==> src/rtl/shift_add_mult4_pkg.sv <==
// ---------------------------------------------------------------------------
// shift_add_mult4_pkg
// Shared definitions for the shift-add multiplier: FSM state encoding and the
// iteration-counter width helper.
// ---------------------------------------------------------------------------
package shift_add_mult4_pkg;

    // 2'd3 is unused; the multiplier decodes it as idle.
    typedef enum logic [1:0] {
        S_IDLE = 2'd0,
        S_CALC = 2'd1,
        S_DONE = 2'd2
    } mult_state_e;

    localparam int unsigned MultWidthDefault = 4;

    // The counter is loaded with the operand width itself, so it needs
    // clog2(width + 1) bits.
    function automatic int unsigned cnt_width(input int unsigned width);
        return $clog2(width + 1);
    endfunction

    localparam int unsigned CntWidthDefault = cnt_width(MultWidthDefault);

endpackage

==> src/rtl/full_adder.sv <==
// ---------------------------------------------------------------------------
// full_adder
// One-bit full-adder cell.
// Ports:
//   a, b  in   addend bits
//   cin   in   carry in
//   s     out  sum bit
//   cout  out  carry out
// ---------------------------------------------------------------------------
module full_adder (
    input  logic a,
    input  logic b,
    input  logic cin,
    output logic s,
    output logic cout
);

    logic half_sum;

    assign half_sum = a ^ b;
    assign s        = half_sum ^ cin;
    assign cout     = (a & b) | (cin & half_sum);

endmodule

==> src/rtl/rca_nbit.sv <==
// ---------------------------------------------------------------------------
// rca_nbit
// Combinational WIDTH-bit ripple-carry adder built from full_adder cells.
// Ports:
//   a, b  in   WIDTH-bit addends
//   cin   in   carry into bit 0
//   s     out  WIDTH-bit sum
//   cout  out  carry out of the top bit
// ---------------------------------------------------------------------------
module rca_nbit #(
    parameter int unsigned WIDTH = 4
) (
    input  logic [WIDTH-1:0] a,
    input  logic [WIDTH-1:0] b,
    input  logic             cin,
    output logic [WIDTH-1:0] s,
    output logic             cout
);

    logic [WIDTH:0] carry;

    assign carry[0] = cin;

    for (genvar i = 0; i < WIDTH; i++) begin : gen_fa
        full_adder u_fa (
            .a   (a[i]),
            .b   (b[i]),
            .cin (carry[i]),
            .s   (s[i]),
            .cout(carry[i+1])
        );
    end

    assign cout = carry[WIDTH];

endmodule

==> src/rtl/shift_add_mult4.sv <==
// ---------------------------------------------------------------------------
// shift_add_mult4
// Sequential unsigned WIDTH x WIDTH multiplier using shift-add: one partial
// product add (through rca_nbit) and one right shift per clock.
// Ports:
//   clk      in   rising-edge clock
//   rst_n    in   synchronous active-low reset
//   start    in   request, sampled only while idle
//   a, b     in   multiplicand / multiplier, captured on the accepted start
//   busy     out  high whenever not idle
//   done     out  one-cycle pulse when the product becomes valid
//   product  out  2*WIDTH-bit result, held until overwritten by the next run
// ---------------------------------------------------------------------------
module shift_add_mult4
    import shift_add_mult4_pkg::*;
#(
    parameter int unsigned WIDTH = 4
) (
    input  logic               clk,
    input  logic               rst_n,
    input  logic               start,
    input  logic [WIDTH-1:0]   a,
    input  logic [WIDTH-1:0]   b,
    output logic               busy,
    output logic               done,
    output logic [2*WIDTH-1:0] product
);

    localparam int unsigned CntW = cnt_width(WIDTH);

    mult_state_e        state_q, state_d;
    logic [WIDTH-1:0]   m_q, m_d;
    logic [WIDTH-1:0]   acc_q, acc_d;
    logic [WIDTH-1:0]   q_q, q_d;
    logic               c_q, c_d;
    logic [CntW-1:0]    cnt_q, cnt_d;
    logic [2*WIDTH-1:0] product_q, product_d;
    logic               busy_q, busy_d;
    logic               done_q, done_d;

    logic [WIDTH-1:0]   addend;
    logic [WIDTH-1:0]   sum;
    logic               sum_c;

    // Partial product: multiplicand when the current multiplier LSB is set.
    assign addend = q_q[0] ? m_q : '0;

    rca_nbit #(
        .WIDTH(WIDTH)
    ) u_rca (
        .a   (acc_q),
        .b   (addend),
        .cin (1'b0),
        .s   (sum),
        .cout(sum_c)
    );

    always_comb begin
        state_d   = state_q;
        m_d       = m_q;
        acc_d     = acc_q;
        q_d       = q_q;
        c_d       = c_q;
        cnt_d     = cnt_q;
        product_d = product_q;

        case (state_q)
            S_CALC: begin
                // {C,A,Q} <= {0, C', S, Q} >> 1: the adder carry becomes A's MSB.
                c_d   = 1'b0;
                acc_d = {sum_c, sum[WIDTH-1:1]};
                q_d   = {sum[0], q_q[WIDTH-1:1]};
                cnt_d = cnt_q - CntW'(1);
                if (cnt_q == CntW'(1)) begin
                    product_d = {sum_c, sum[WIDTH-1:1], sum[0], q_q[WIDTH-1:1]};
                    state_d   = S_DONE;
                end
            end
            S_DONE: begin
                state_d = S_IDLE;
            end
            default: begin
                // Idle, and the unused encoding which behaves as idle.
                state_d = S_IDLE;
                if (start) begin
                    m_d     = a;
                    q_d     = b;
                    acc_d   = '0;
                    c_d     = 1'b0;
                    cnt_d   = CntW'(WIDTH);
                    state_d = S_CALC;
                end
            end
        endcase

        busy_d = (state_d != S_IDLE);
        done_d = (state_d == S_DONE);
    end

    always_ff @(posedge clk) begin
        if (!rst_n) begin
            state_q   <= S_IDLE;
            m_q       <= '0;
            acc_q     <= '0;
            q_q       <= '0;
            c_q       <= 1'b0;
            cnt_q     <= '0;
            product_q <= '0;
            busy_q    <= 1'b0;
            done_q    <= 1'b0;
        end else begin
            state_q   <= state_d;
            m_q       <= m_d;
            acc_q     <= acc_d;
            q_q       <= q_d;
            c_q       <= c_d;
            cnt_q     <= cnt_d;
            product_q <= product_d;
            busy_q    <= busy_d;
            done_q    <= done_d;
        end
    end

    // C always shifts out as zero; it is held as a register but nothing reads it.
    logic unused_c;
    assign unused_c = c_q;

    assign busy    = busy_q;
    assign done    = done_q;
    assign product = product_q;

endmodule

==> config.mk <==
export PLATFORM = sky130hd
export DESIGN_NAME = shift_add_mult4
export DESIGN_NICKNAME = d
export VERILOG_FILES = /design/src/rtl/shift_add_mult4_pkg.sv /design/src/rtl/full_adder.sv /design/src/rtl/rca_nbit.sv /design/src/rtl/shift_add_mult4.sv
export SDC_FILE = /design/constraint.sdc
export NUM_CORES = 1
export LEC_CHECK = 0
export CAP_MARGIN = 20
export CORE_MARGIN = 1
export CORE_UTILIZATION = 28
export CTS_BUF_LIST = sky130_fd_sc_hd__clkbuf_8
export DETAILED_ROUTE_END_ITERATION = 12
export PLACE_DENSITY = 0.61
export REMOVE_ABC_BUFFERS = 1
export SLEW_MARGIN = 20
export SYNTH_ARGS = -nofsm -noshare
export SYNTH_HDL_FRONTEND = slang
export SYNTH_SLANG_ARGS = --single-unit
==> constraint.sdc <==
create_clock -name clk -period 2.1 [get_ports clk]
set_clock_uncertainty 0.1 [all_clocks]
set_input_delay 0.63 -clock clk [delete_from_list [all_inputs] [get_ports clk]]
set_output_delay 0.63 -clock clk [all_outputs]
set_load 0.01 [all_outputs]
# Word level (Yosys, flattened, before mapping)
# Cells that the tools add are included.
word_totals:
  latch_bits: 0
  mem_bits_ro: 0
  output_inout_bits: 10
  reg_bits: 27
  ram_bits: 0
  n_memories: 0
op_classes:
  magnitude_cmp: 0
  reduce_logical: 6
  eq_ne: 4
  div_mod_pow: 0
  n_addsub: 1
  bitwise: 19
  mul: 0
  n_shift: 0
  mux: 10
op_table:
  columns: ["operator", "n"]
  rows:
  - ["$pmux 4 s2", 2]
  - ["$mux 4", 3]
  - ["$and 1x1->1", 7]
  - ["$xor 1x1->1", 7]
  - ["$pmux 3 s2", 1]
  - ["$reduce_and 2->1", 3]
  - ["$eq 2x2->1 const B", 2]
  - ["$pmux 2 s2", 1]
  - ["$reduce_bool 2->1", 2]
  - ["$eq 3x1->1 const B", 1]
  - ["$mux 3", 1]
  - ["$or 1x1->1", 3]
  - ["$sub 3x1->3 const B", 1]
  - ["$eq 2x1->1 const B", 1]
  - ["$mux 2", 1]
  - ["$not 1->1", 2]
  - ["$reduce_or 2->1", 1]
  - ["$mux 1", 1]

# Depth between registers and ports, before layout
# Gate-level depths: netlist of run 1.
depth:
  ltp_word: 9
  mapped_depth: 8
  mapped_depth_nobuf: 8

# Hierarchy
# Synthesis of run 1 repeated with hierarchy kept, for this count alone.
unflattened:
  hier_cells: 122
  hier_area_um2: 1258.7
by_module_without_submodules:
  columns: ["mod", "area_each_um2", "n_inst", "cells_per_inst"]
  rows:
  - ["shift_add_mult4", 1178.6, 1, 118]
  - ["full_adder", 20.0, 4, 1]

# Worst setup path after synthesis of run 1
# No wires, ideal clock.
synth_timing:
  kind: "flip-flop to flip-flop"
  from: "register q_q[0]"
  to: "register acc_q[2]"
  path_stages_with_launch: 9
  n_path_buf: 0
  slack_ps: -204
  period_less_slack_ps: 2304
  setup_ps: 115
  arrival_time_ps: 2089
  path_cell_list: "dfxtp_1 > and2_1 > ha_1 > inv_1 > fa_1 > fa_1 > fa_1 > o22ai_1 > and2_1"
synth_between:
  elab_chain_cells: 8
synth_rtl:
  columns: ["element", "line_no", "text"]
  rows:
  - ["from (decl)", "shift_add_mult4.sv:34", "logic [WIDTH-1:0] q_q, q_d;"]
  - ["from (signal assigned)", "shift_add_mult4.sv:115", "q_q <= q_d;"]
  - ["$mux 4 (*)", "shift_add_mult4.sv:46", "assign addend = q_q[0] ? m_q : '0;"]
  - ["$and 1x1->1 / $xor 1x1->1 (equally long branches)", "full_adder.sv:22, full_adder.sv:20", null]
  - ["$and 1x1->1", "full_adder.sv:22", "assign cout = (a & b) | (cin & half_sum);"]
  - ["$or 1x1->1", "full_adder.sv:22", null]
  - ["$and 1x1->1", "full_adder.sv:22", null]
  - ["$or 1x1->1", "full_adder.sv:22", null]
  - ["$xor 1x1->1 (*)", "full_adder.sv:21", "assign s = half_sum ^ cin;"]
  - ["$pmux 4 s2 (*)", "shift_add_mult4.sv:67", "case (state_q)"]
  - ["to (signal assigned)", "shift_add_mult4.sv:104", "acc_q <= '0;"]
  - ["to (signal assigned)", "shift_add_mult4.sv:114", "acc_q <= acc_d;"]
  - ["to (decl)", "shift_add_mult4.sv:33", "logic [WIDTH-1:0] acc_q, acc_d;"]
# Mark *: on every way between the ends. The rest lies on a longest branch, timed or not.
# A chain may end at the register's enable or synchronous reset.

# Worst setup path after layout of run 1
layout_timing:
  from: "register m_q[0]"
  to: "register acc_q[2]"
layout_between:
  elab_chain_cells: 8
layout_rtl:
  columns: ["element", "line_no", "text"]
  rows:
  - ["from (decl)", "shift_add_mult4.sv:32", "logic [WIDTH-1:0] m_q, m_d;"]
  - ["from (signal assigned)", "shift_add_mult4.sv:113", "m_q <= m_d;"]
  - ["$mux 4", "shift_add_mult4.sv:46", null]
  - ["$and 1x1->1 (2 in series)", "full_adder.sv:22", null]
  - ["$or 1x1->1", "full_adder.sv:22", null]
  - ["$and 1x1->1", "full_adder.sv:22", null]
  - ["$or 1x1->1", "full_adder.sv:22", null]
  - ["$xor 1x1->1", "full_adder.sv:21", null]
  - ["$pmux 4 s2", "shift_add_mult4.sv:67", null]
# Every way passes these cells.

==> results of run 1 <==
[sequential cells by signal, indices dropped and copies added (netlist names)]
register / count
product: 8
acc_q: 4
m_q: 4
q_q: 4
cnt_q: 3
state_q: 2
busy: 1
done: 1
[worst paths after layout]
check	start	to	slack (ps)	cells past startpoint
worst max-delay path	m_q[0]	acc_q[2]	-130	8
worst max register to register	m_q[0]	acc_q[2]	-130	8
worst min register to register	m_q[2]	m_q[2]	380	2
worst min-delay path	m_q[2]	m_q[2]	380	2
[through the flow]
| stage | hold WS, ps | TNS (ps) | total power, mW |
|---|---|---|---|
| final | 379 | -211 | 0.969 |
| after global routing | 413 | -562 | 1.02 |
| after CTS | 373 | -349 | 0.981 |
| after detailed placement | 360 | -498 | 0.677 |
| after global placement | 355 | -404 | 0.671 |
| after floorplan | 339 | -435 | 0.616 |
[cell usage after synthesis, drive strengths merged]
cell type / number / area share, %
nor2b: 7 / 3.5
a21o: 1 / 0.61
nor2: 1 / 0.30
dfxtp: 27 / 44
nand3b: 1 / 0.61
o211a: 9 / 7.3
inv: 8 / 2.4
and2: 7 / 3.5
buf: 4 / 4.4
o31ai: 1 / 0.61
a21boi: 4 / 2.4
o21ai: 2 / 0.81
o21a: 1 / 0.61
and3b: 1 / 0.71
o21ba: 1 / 0.81
a21oi: 1 / 0.40
nand3: 4 / 1.6
o22ai: 4 / 2.0
mux2i: 9 / 7.3
nand2: 17 / 5.2
ha: 5 / 5.1
fa: 3 / 4.9
clkbuf: 2 / 0.61
nand2b: 1 / 0.51
[cell type report]
class / count / area [um^2] / share of cell area (%)
clock buffers: 3 / 41.3 / 2.64
flip-flops and latches: 27 / 543 / 34.7
repair buffers: 26 / 258 / 16.5
multi-input cells: 80 / 623 / 39.8
inverters: 8 / 30.0 / 1.92
well taps: 50 / 62.6 / 4.00
clock inverters: 1 / 7.51 / 0.480
[per-layer routing]
metal | GRT usage (%) | vias to the layer above | wire [um]
met1 | 13.8 | 448 | 1010
li1 | - | 454 | -
met3 | 2.50 | 2 | 74
met5 | 0 | - | 0
met4 | 3.91 | 0 | 10
met2 | 21.6 | 8 | 1260
[logic make-up after synthesis]
| group | count (synthesis) | share of synthesized area (%) |
|---|---|---|
| adders and majority gates | 8 | 9.93 |
| and+or+nand+nor | 39 | 16.0 |
| DFF | 27 | 43.8 |
| buffers and inverters | 14 | 7.40 |
| muxes | 9 | 7.30 |
| AOI/OAI and AO/OA | 24 | 15.6 |
[where the power goes]
part	leakage, nW	internal, mW	switching [mW]
sequential	0.221	0.533	0.0126
clock	0.0217	0.135	0.166
combinational	0.410	0.0664	0.0560
[timing repair]
action | in CTS | in global routing
endpoints found under the setup margin | 4 | 4
pin swaps | 3 | 3
setup buffers | 0 | 1
gates resized for setup | 8 | 0
[critical path: stages, from the launching register on]
cell,delay (ps)
dfxtp_2,340
and2_4,150
ha_4,120
inv_2,30
fa_2,330
fa_2,340
fa_1,510
o22ai_1,70
and2_1,150
==> reports/metrics.csv, run 1 <==
stage;metric;value;unit
finish;syn_to_final_growth;26.7;%
status;violations;negative setup slack;
global_route;grt_usage;11.9;%
sta;worstMarginPinSlew;511;ps
route;drcViolationCount;0;
global_route;antenna_found_initial;0;
floorplan;design.die.area;4680;um^2
synthesis;avgSynthCellArea;10.2;um^2
power;ir_drop;0.000262;V
finish;n_antenna_cell;0;
finish;final_core_util;38.0;%
sta;maxSlewHeadroom;65.9;%
status;outcome;finished, violations left;
finish;final_cell_mix;dfxtp_1, clkdlybuf4s50_1, nand2_1, mux2i_1, o211a_1;
finish;fin_area;1570;um^2
floorplan;die_w;68.4;um
route;viasPerCell;4.68;
clock_network;cts_tree;done;
sta;fmax;449;MHz
route;drt_iter0_markers;52;
synthesis;netlist_area;1230;um^2
floorplan;design.core.area;4120;um^2
route;wl_per_cell;12.1;um
synthesis;seq_area_frac_synth;43.8;%
setup_path;path_max_fanout;2;
floorplan;fp-row-count;23;
clock_network;clkSlewWorstSetupHoldPaths;100;ps
global_route;grt-ovfl-total;0;
place;dp_hpwl;1750;um
finish;filler_cell_count;416;
route;vias;912;
place;io_buffers;20;
clock_network;root_buffer;clkbuf_8;
sta;finalMaxSlewViolations;0;
global_route;grt_pass1_wl;4200;um
global_route;grt_pass1_vias;965;
sta;finalSetupViolations;2;
floorplan;start_util;30.0;%
synthesis;ys_ff_latch;27;
floorplan;design.portCount;21;
clock_network;ctsHoldBuffers;0;
setup_path;crit_path_start_kind;register;
clock_network;clkLatencyLatePin;270;ps
finish;final_cells;195;
finish;fin_nets;165;
floorplan;die_h;68.4;um
finish;final_common_cell;dfxtp_1;
place;gp_congestion;0.752;
place;place_ws;-229;ps
clock_network;h-tree-depth;1;
route;postRouteAntennaNets;0;
power;p_per_area;619;nW/um^2
worst_hold_path;hp-class;reg -> reg;
synthesis;syn-instance-count;121;
synthesis;synth_cell_type_count;25;
sta;rsz0062_at_grt;true;
setup_path;crit_type;reg -> reg;
global_route;grt_start_max_net_pins;17;
place;placed_area;1490;um^2
setup_path;required;2180;ps
finish;layout-drive-gt1-share;12.4;%
clock_network;cts_made_buffers;3;
setup_path;worstPathArrival;2310;ps
setup_path;endpoint_kind;register;
synthesis;yosysWarnings;0;
sta;timing.final.crit_share;106;%
clock_network;cts_buffer_depth;2;
flow_run;drv_cap;0;
sta;hold_viol;0;
sta;fin_ws;-130;ps
sta;fin_crit;2230;ps
route;wl;2360;um
place;place_inst;190;
route;first_pass_iters;2;
power;leakagePower;0.653;nW
clock_network;cts.sinks;27;
Power figures use the tool's default switching activity.
==> inputs of run 2 (changes only) <==
- CORE_ASPECT_RATIO: not set -> 1.1
==> run 2 against run 1 <==
  * Maximum frequency rose by 0.29%
  * Count of clock-buffer cells in the layout did not move
  * Via count shrank 0.88%
  * Largest cell class unchanged
  * The flow still finishes with violations (negative setup slack)
  * Die area hardly changed
  * Design area down 0.88%
  * Highest routed layer unchanged
  * Final cell count rose by 1.0%
  * Critical path type unchanged
  * Register-to-register slack is essentially flat
==> reports/metrics.csv, run 2 (synthesis gave the netlist of run 1 again) <==
stage;metric;value;unit
setup_path;r2r_cells;8;
floorplan;die_h;71.7;um
global_route;grt_pass1_wl;3750;um
setup_path;critical_path.most_common_cell;fa_2;
sta;fmax;450;MHz
power;ir_drop;0.000307;V
clock_network;h-tree-depth;1;
route;vias;904;
setup_path;crit_cells;8;
route;viasPerCell;4.59;
clock_network;clkSlewWorstSetupHoldPaths;90;ps
floorplan;die_w;65.3;um
setup_path;reg2reg_from;m_q[0];
route;wl;2290;um
setup_path;slowest_delay;500;ps
power;p_per_area;614;nW/um^2
global_route;grt_pass1_vias;856;
setup_path;worstPathArrival;2300;ps
clock_network;ctsHoldBuffers;0;
sta;maxSlewHeadroom;75.0;%
setup_path;crit_path_start_kind;register;
floorplan;design.portCount;21;
floorplan;fp-row-count;24;
floorplan;start_util;30.2;%
finish;fin_nets;165;
sta;rsz0062_at_grt;true;
setup_path;crit_chain;and2_4 > ha_4 > inv_2 > fa_2 > fa_2 > fa_1 > o22ai_1 > and2_1;
finish;final_common_cell;dfxtp_1;
sta;fin_ws;-123;ps
clock_network;cts_buffer_depth;2;
route;wl_per_cell;11.6;um
setup_path;path_max_fanout;2;
finish;largest_reg_flops;8;
finish;final_cell_mix;dfxtp_1, clkdlybuf4s50_1, nand2_1, mux2i_1, o211a_1;
sta;timing.final.crit_share;106;%
clock_network;cts.sinks;27;
setup_path;path_delay_family;adder cells;
status;outcome;finished, violations left;
global_route;antenna_found_initial;0;
power;leakagePower;0.659;nW
route;postRouteAntennaNets;0;
finish;layout-drive-gt1-share;11.7;%
sta;fin_crit;2220;ps
clock_network;root_buffer;clkbuf_8;
worst_hold_path;hp-class;reg -> reg;
setup_path;crit_start;m_q[0];
setup_path;required;2170;ps
route;drt_iter0_markers;15;
route;first_pass_iters;4;
global_route;grt_start_max_net_pins;19;
global_route;grt_usage;10.3;%
clock_network;cts_made_buffers;3;
place;dp_hpwl;1680;um
clock_network;clkLatencyLatePin;270;ps
sta;fin_setup_tns;-188;ps
place;gp_congestion;0.724;
status;violations;negative setup slack;
setup_path;r2r-end;acc_q[2];
route;drcViolationCount;0;
setup_path;worstSetupEndpoint;acc_q[2];
clock_network;cts_tree;done;
flow_run;drv_cap;0;
setup_path;endpoint_kind;register;
floorplan;design.core.area;4080;um^2
finish;syn_to_final_growth;25.6;%
sta;hold_viol;0;
setup_path;reg2reg_slack;-120;ps
global_route;grt-ovfl-total;0;
sta;holdWs;366;ps
power;p_total;0.952;mW
floorplan;design.die.area;4680;um^2
place;place_inst;193;
setup_path;crit_type;reg -> reg;
place;place_ws;-213;ps
finish;final_cells;197;
finish;n_antenna_cell;0;
sta;finalSetupViolations;2;
sta;worstMarginPinSlew;371;ps
setup_path;crit_buf_inv;1;
place;io_buffers;20;
sta;finalMaxSlewViolations;0;
setup_path;slowest_stage;fa_1;
## run 2: cell types whose count changed in the layout (fill, tap and decap cells not counted), sizes merged
cell,change
clkinvlp,-1
inv,+1
## run 2: area by class of cell
type / instances / area (um^2)
Clock buffer: 3 / 41.3
Timing Repair Buffer: 26 / 245
Tap cell: 52 / 65.1
Inverter: 8 / 30.0
Multi-Input combinational cell: 80 / 623
Fill cell: 416 / 2530
Sequential cell: 27 / 543
Clock inverter: 1 / 3.75
## run 2: per-stage QoR
stage / utilization [%] / instance area [um^2]
after global routing: 38.0 / 1550
after detailed placement: 36.3 / 1480
after global placement: 36.3 / 1480
after floorplan: - / 1170
final: 38.0 / 1550
after CTS: 38.0 / 1550
## run 2: worst min-delay path by stage
stage                       from     end  slack (ps)  cells after the start
after floorplan           m_q[0]  m_q[0]         340                      2
after global placement    m_q[0]  m_q[0]         360                      2
after detailed placement  m_q[0]  m_q[0]         360                      2
after CTS                 m_q[0]  m_q[0]         370                      2
after global routing      m_q[0]  m_q[0]         390                      2
final                     m_q[0]  m_q[0]         370                      2
## run 2: power breakdown
group	switching [mW]	leakage [nW]	internal [mW]
registers	0.0122	0.221	0.533
clock network	0.158	0.0269	0.131
logic	0.0551	0.411	0.0631
## run 2: worst reg2reg max path, stage by stage, from the launching register on
cell,delay (ps)
dfxtp_2,330
and2_4,140
ha_4,120
inv_2,30
fa_2,330
fa_2,340
fa_1,500
o22ai_1,70
and2_1,160
## run 2: timing repair
item | in CTS | in global routing
endpoints found under the setup margin | 4 | 3
pin swaps | 1 | 0
gates resized for setup | 8 | 0
setup buffers | 0 | 0
## run 2: routing by layer
layer | vias to the layer above | wire, um | global-route usage (%)
met1 | 436 | 1010 | 12.6
li1 | 456 | - | -
met5 | - | 0 | 0
met4 | 0 | 25 | 3.62
met2 | 9 | 1210 | 17.8
met3 | 3 | 47 | 1.91
